## src/rtl/rcc_pclk_div_ctrl.sv

```systemverilog
// Programming-side sequencer for the RCC peripheral-clock divider: applies
// div_sel then timpre one at a time, holding a settle window after each change.
module rcc_pclk_div_ctrl #(
  parameter int unsigned SETTLE_CYC  = 64,
  parameter int unsigned CNT_W       = 8,
  parameter logic [2:0]  RST_DIV_SEL = 3'b000
) (
  input  logic       clk_in,
  input  logic       rst_n,
  input  logic       req_valid,
  output logic       req_ready,
  input  logic [2:0] req_div_sel,
  input  logic       req_timpre,
  output logic [2:0] div_sel,
  output logic       timpre,
  output logic       busy,
  output logic       upd_done,
  output logic [2:0] pclk_log2,
  output logic [2:0] tim_log2
);

  typedef enum logic [2:0] {
    IDLE,
    SW_DIV,
    WAIT_DIV,
    SW_TIM,
    WAIT_TIM,
    DONE
  } state_t;

  localparam logic [CNT_W-1:0] CNT_LAST = CNT_W'(SETTLE_CYC - 1);
  localparam logic [CNT_W-1:0] CNT_ONE  = CNT_W'(1);

  state_t           state_q, state_d;
  logic [CNT_W-1:0] cnt_q, cnt_d;
  logic [2:0]       tgt_div_q, tgt_div_d;
  logic             tgt_tim_q, tgt_tim_d;
  logic [2:0]       div_sel_d;
  logic             timpre_d;
  logic             busy_d;
  logic             upd_done_d;
  logic             req_ready_d;

  // State, target and registered-output flops
  always_ff @(posedge clk_in) begin
    if (!rst_n) begin
      state_q   <= IDLE;
      cnt_q     <= '0;
      tgt_div_q <= RST_DIV_SEL;
      tgt_tim_q <= 1'b0;
      div_sel   <= RST_DIV_SEL;
      timpre    <= 1'b0;
      busy      <= 1'b0;
      upd_done  <= 1'b0;
      req_ready <= 1'b1;
    end else begin
      state_q   <= state_d;
      cnt_q     <= cnt_d;
      tgt_div_q <= tgt_div_d;
      tgt_tim_q <= tgt_tim_d;
      div_sel   <= div_sel_d;
      timpre    <= timpre_d;
      busy      <= busy_d;
      upd_done  <= upd_done_d;
      req_ready <= req_ready_d;
    end
  end

  // Next-state logic; status flags are derived from the next state so they
  // line up with the state register without a combinational output path.
  always_comb begin
    state_d   = state_q;
    cnt_d     = cnt_q;
    tgt_div_d = tgt_div_q;
    tgt_tim_d = tgt_tim_q;
    div_sel_d = div_sel;
    timpre_d  = timpre;

    case (state_q)
      IDLE: begin
        if (req_valid && req_ready) begin
          tgt_div_d = req_div_sel;
          tgt_tim_d = req_timpre;
          if (req_div_sel != div_sel) begin
            state_d = SW_DIV;
          end else if (req_timpre != timpre) begin
            state_d = SW_TIM;
          end else begin
            state_d = DONE;
          end
        end
      end
      SW_DIV: begin
        div_sel_d = tgt_div_q;
        cnt_d     = '0;
        state_d   = WAIT_DIV;
      end
      WAIT_DIV: begin
        cnt_d = cnt_q + CNT_ONE;
        if (cnt_q == CNT_LAST) begin
          state_d = (tgt_tim_q != timpre) ? SW_TIM : DONE;
        end
      end
      SW_TIM: begin
        timpre_d = tgt_tim_q;
        cnt_d    = '0;
        state_d  = WAIT_TIM;
      end
      WAIT_TIM: begin
        cnt_d = cnt_q + CNT_ONE;
        if (cnt_q == CNT_LAST) begin
          state_d = DONE;
        end
      end
      DONE: begin
        state_d = IDLE;
      end
      default: begin
        state_d = IDLE;
      end
    endcase

    busy_d      = (state_d != IDLE);
    upd_done_d  = (state_d == DONE);
    req_ready_d = (state_d == IDLE);
  end

  // Divide-ratio decode from the registered selects
  always_comb begin
    pclk_log2 = 3'd0;
    tim_log2  = 3'd0;
    if (div_sel[2]) begin
      pclk_log2 = {1'b0, div_sel[1:0]} + 3'd1;
    end
    if (!timpre) begin
      tim_log2 = pclk_log2;
    end else if (div_sel[2] && div_sel[1]) begin
      tim_log2 = 3'd1 + {2'b00, div_sel[0]};
    end
  end

endmodule

```

## config.mk

```make
export PLATFORM = sky130hd
export DESIGN_NAME = rcc_pclk_div_ctrl
export DESIGN_NICKNAME = d
export VERILOG_FILES = /design/src/rtl/rcc_pclk_div_ctrl.sv
export SDC_FILE = /design/constraint.sdc
export NUM_CORES = 1
export LEC_CHECK = 0
export ABC_AREA = 1
export BUFFER_PORTS_ARGS = -buffer_cell sky130_fd_sc_hd__buf_2
export CAP_MARGIN = 20
export CORE_MARGIN = 1
export CORE_UTILIZATION = 30
export CTS_BUF_LIST = sky130_fd_sc_hd__clkbuf_4 sky130_fd_sc_hd__clkbuf_8 sky130_fd_sc_hd__clkbuf_16
export CTS_CLUSTER_SIZE = 28
export DETAILED_ROUTE_END_ITERATION = 6
export PLACE_DENSITY = 0.48
export SLEW_MARGIN = 15
export SYNTH_ARGS = -nofsm -noshare
export SYNTH_HDL_FRONTEND = slang
export SYNTH_SLANG_ARGS = --single-unit
```

## constraint.sdc

```tcl
create_clock -name clk_in -period 1.4 [get_ports clk_in]
set_input_delay 0.14 -clock clk_in [delete_from_list [all_inputs] [get_ports clk_in]]
set_output_delay 0.14 -clock clk_in [all_outputs]
set_load 0.05 [all_outputs]
```

---- Yosys cells after proc, flatten, opt, wreduce, memory -nomap -nowiden ----
Cells that the tools add are included.
storage, ports and cells
  register bits ........................... 22
  latch bits .............................. 0
  RAM bits ................................ 0
  memory bits (read-only) ................. 0
  bits of input ports ..................... 7
  output and inout bits ................... 13
  word-level logic and storage cells ...... 41
  memories ................................ 0
cells by class
  $add $sub $neg .......................... 3
  $mul .................................... 0
  divide/modulo/power cells ............... 0
  $lt $le $gt $ge ......................... 0
  equal/unequal tests ..................... 9
  shifts and indexed selects .............. 0
  muxes and demuxes ....................... 11
  bitwise logic cells ..................... 0
  reduce and logical (&&, ||, !) cells .... 9
operators with widths
  operator               count
  $mux W3                8
  $pmux W8 S2            1
  $pmux W3 S5            1
  $add A8 B1 Y8 const B  1
  $eq A8 B6 Y1 const B   1
  $eq A3 B2 Y1 const B   2
  $eq A3 B3 Y1 const B   2
  $logic_not A3 Y1       2
  $reduce_or A2 Y1       2
  $add A2 B1 Y3 const B  1
  $eq A3 B1 Y1 const B   1
  $ne A3 B3 Y1           1
  $reduce_bool A3 Y1     1
  $add A1 B1 Y2 const A  1
  $logic_and A1 B1 Y1    2
  $mux W2                1
  $ne A1 B1 Y1           2
  $reduce_and A2 Y1      1
  $reduce_bool A2 Y1     1

---- Depth between registers and ports, before layout ----
  word-level depth ........................ 6
  gate-level depth with buffers ........... 9
  depth with buffers taken out ............ 9

---- Worst setup path before layout ----
OpenSTA, ideal clock, no wires.
  path kind ............................... register to output
  from .................................... register div_sel[0]
  to ...................................... output tim_log2[1]
  arrival time ............................ 2.083 ns
  required time ........................... 1.260 ns
  path slack .............................. -0.823 ns
  stages on the path, launching flop included .. 4
  path buffers ............................ 0
  path through ............................ dfxtp_1 > ha_1 > nand2_1 > o21ai_0
between the ends
  cells in the longest elaborated chain, start to end .. 3
RTL lines
  element                                                line      source
  start, declared                                        14        output logic [2:0] div_sel,
  start signal, assigned                                 61        div_sel <= div_sel_d;
  $add A2 B1 Y3 / $add A1 B1 Y2 (equally long branches)  133, 138
  $mux W3 / $mux W2 (equally long branches)              132, 137
  $mux W3 (*)                                            135       if (!timpre) begin
  end, declared                                          19        output logic [2:0] tim_log2
Mark *: on every way between the ends. The rest lies on a longest branch, timed or not.

---- Worst setup path in the final report ----
Same ends and word-level chain as after synthesis.

==> results.rst <==
.. list-table::
   :header-rows: 1

   * - Metric
     - Value
   * - Run status
     - complete, but fails checks
   * - Failing checks
     - negative setup slack
   * - Endpoints failing hold
     - 0
   * - Post-CTS Hold Fix Bufs
     - 0
   * - Cell with the largest stage delay on the worst path
     - sky130_fd_sc_hd__dfxtp_4
   * - Number of setup violations in the final report
     - 1
   * - Starting DRC count in detailed routing
     - 60
   * - Worst clock skew on the final layout
     - 0.0008866 ns
   * - Number of maximum-capacitance constraint violations
     - 0
   * - Cells taking the most area after synthesis
     - sky130_fd_sc_hd__dfxtp_1 (40%), sky130_fd_sc_hd__nand2_1 (11%), sky130_fd_sc_hd__inv_1 (7.2%)
   * - Global-route usage over all layers
     - 14.54%
   * - Total Power
     - 1833 uW
   * - Number of antenna violations at the first check in global routing
     - 0
   * - Width of the chip
     - 62.27 um
   * - Peak ir drop on the vdd network
     - 457.2 uV
   * - Type of the worst setup path
     - reg2out
   * - Post-Layout Inst Area
     - 1469 um^2
   * - Clock transition time at the flip-flop clock pins of the worst setup and hold paths
     - 0.12 ns
   * - Area Growth Syn to Fin
     - 34.79%
   * - Average wire per cell in the routed design
     - 11.67 um
   * - Count of inserted antenna diode cells
     - 0
   * - Final weighted congestion in routability-driven placement
     - 0.7810
   * - Total I/O pin count
     - 20
   * - Most frequently used flop master after synthesis
     - sky130_fd_sc_hd__dfxtp_1
   * - RSZ-0062 raised after global routing
     - yes
   * - Power density over the cells
     - 1248 nW/um^2
   * - Starting Density
     - 31.90%
   * - Fraction of the yosys area taken by sequential cells
     - 40.41%
   * - Leakage power figure
     - 0.0006732 uW
   * - Detail-routed via count per cell
     - 4.623
   * - Period utilisation layout
     - 102.0%
   * - Largest area contributor in the netlist
     - sky130_fd_sc_hd__dfxtp_1
   * - Final max-slew violation count
     - 0
   * - Endpoint type of the worst setup path
     - output port
   * - Slowest cell delay on critical path
     - 0.38 ns
   * - Detailed-route via count
     - 1068
   * - Synth Warn #
     - 0
   * - Aggregate routed wire length
     - 2695 um
   * - Depth of the most critical reg-to-reg path
     - 8
   * - Crit path buf inv count
     - 1
   * - Synthesized instance count
     - 157
   * - Number of clock sinks
     - 22
   * - Area share of the leading cell type in the synthesized netlist
     - 40.41%
   * - Area of the mapped netlist
     - 1090 um^2
   * - CP cell instances
     - ha_4, nand2_4, o21ai_2, buf_6
   * - Total die area
     - 3878 um^2
   * - Pin count of the biggest net entering global routing
     - 19
   * - Proportion of register bits with asynchronous set or reset after synthesis
     - 0%
   * - Cell count of the worst hold path
     - 3
   * - Worst hold slack after final layout
     - 0.07977 ns
   * - Worst hold path startpoint
     - req_div_sel[0]
   * - CTS tree
     - done
   * - Cell row count
     - 21
   * - Global-route wire length before repair
     - 4471 um
   * - Post-synthesis average cell area
     - 6.941 um^2
   * - HPWL reported at the end of detailed placement
     - 1984 um
   * - Ratio of cells with drive above 1 in the final layout
     - 32.97%
   * - Kind of cell adding the most delay to the critical path
     - flip-flops
   * - H-tree levels
     - 1
   * - Destination of the worst hold path
     - tgt_div_q[0]$_SDFFE_PN0P_
   * - CP Max Fanout
     - 2
   * - DRC errors left
     - 0
   * - Remaining Overflow, GRT
     - 0
   * - Count of antenna-violating nets left after detailed routing
     - 0
   * - Worst slack after detailed placement
     - 0.01740 ns
   * - Seq cells post-synth
     - 22
   * - Arrival time reported for the critical path endpoint
     - 1.29 ns
   * - Reg-to-reg critical path startpoint
     - state_q[0]$_SDFF_PN0_
   * - Worst-Skew Late Latency
     - 0.31 ns
   * - Vias in the first global route
     - 1013
   * - Fmax
     - 0.7003 GHz
   * - Reg-to-reg slack, setup
     - 0.12 ns
   * - Path type of the worst min-delay path
     - in2reg
   * - Placement-stage cell area
     - 1285 um^2
   * - EDFF count, synth
     - 0
   * - Floorplan die height
     - 62.27 um
   * - Worst setup margin
     - -0.02803 ns
   * - Cell variety after synth
     - 22
   * - Endpoint of the lowest-slack register-to-register path
     - upd_done$_SDFF_PN0_
   * - Number of buffers inserted by port buffering
     - 19
   * - Required time at the worst-slack endpoint
     - 1.26 ns
   * - Root Buffer Master
     - sky130_fd_sc_hd__clkbuf_4
   * - DR pass1 iterations
     - 3
   * - Total clock buffers created by CTS
     - 3
   * - Sort of element at the start of the critical path
     - flop
   * - Time the worst path needs with I/O delays and setup
     - 1.428 ns
   * - Area inside the core boundary
     - 3416 um^2
   * - Dominant cell by count in the synthesized netlist
     - sky130_fd_sc_hd__nand2_1
   * - Layout Nets
     - 195
   * - Worst rel slew slack
     - 77.59%
   * - Synth cell count leaders
     - sky130_fd_sc_hd__nand2_1 (33), sky130_fd_sc_hd__dfxtp_1 (22), sky130_fd_sc_hd__inv_1 (21)
   * - Actual slew at the worst max-slew pin
     - 0.3361 ns
   * - Synthesized net count
     - 166
   * - Max Root-Sink Buffers
     - 2
[area by class of cell]
type	count	area, um^2
clock buffer	4	36.28
fill	357	1947
inverter	24	90.09
multi-input combinational	108	630.6
sequential	22	461.7
tap	46	57.56
timing repair buffer	27	192.7
[layout by cell type, fill, tap and decap left out, drive strengths merged, types with 2 or more instances in the layout]
cell,count
nand2,33
buf,26
inv,24
dfxtp,22
nor2,20
nand3,14
o21ai,14
a21oi,13
clkbuf,5
nand4,3
xnor2,3
a22oi,2
ha,2
[tightest hold or removal path, cell delays in order]
cell,delay (ns)
sky130_fd_sc_hd__buf_2,0.10
sky130_fd_sc_hd__inv_1,0.06
sky130_fd_sc_hd__a21oi_1,0.06
[flip-flops by register name, indices dropped and copies added (netlist names)]
name / count
cnt_q: 8
div_sel: 3
state_q: 3
tgt_div_q: 3
busy: 1
req_ready: 1
tgt_tim_q: 1
timpre: 1
upd_done: 1
[power by group]
part / total, uW / switching (uW) / internal (uW) / leakage (uW)
clock: 360 / 201 / 159 / 0.0000210
sequential: 770 / 60.6 / 709 / 0.000185
combinational: 703 / 459 / 243 / 0.000467
total: 1830 / 721 / 1110 / 0.000673
[metal layers]
metal	part of all wire, %	global-route usage, %	routed length, um
met5	0	0	0
met4	0.67	3.488	18
met1	51	19.32	1370
met3	2.9	4.412	79
met2	45	22.94	1226
[through the flow]
stage	setup TNS [ns]	util [%]	cells
finish	-0.02803	43.00	231
global route	-0.1062	43.00	231
CTS	-0.08236	40.18	230
detailed placement	0	37.62	224
global placement	0	37.62	224
floorplan	-0.007463	-	157
[what timing repair did]
| item | 4_1_cts | 5_1_grt |
|---|---|---|
| pin swaps | 1 | 5 |
| gates resized for setup | 10 | 20 |
| setup buffers | 2 | 1 |
| setup endpoints to repair | 6 | 15 |
[kinds of logic (layout without fill, tap and decap cells)]
logic type	count (synthesis)	in the layout	synth area share, %
flops	22	22	40.41
xor+xnor	3	3	2.411
compound gates	31	31	15.16
buf+inv	27	55	10.22
simple gates	72	72	29.51
fa+ha+maj	2	2	2.296
[how the worst max path moves through the flow]
stage,start,to,slack [ns],depth (start not counted)
2_1_floorplan,div_sel[0]$_SDFFE_PN0P_,tim_log2[1],-0.007,3
3_3_place_gp,cnt_q[0]$_SDFFE_PN0P_,busy$_SDFF_PN0_,0.04,8
3_5_place_dp,cnt_q[0]$_SDFFE_PN0P_,busy$_SDFF_PN0_,0.02,8
4_1_cts,div_sel[1]$_SDFFE_PN0P_,tim_log2[1],-0.08,4
5_1_grt,div_sel[0]$_SDFFE_PN0P_,tim_log2[1],-0.09,4
6_report,div_sel[0]$_SDFFE_PN0P_,tim_log2[1],-0.03,4
Power figures use the tool's default switching activity.
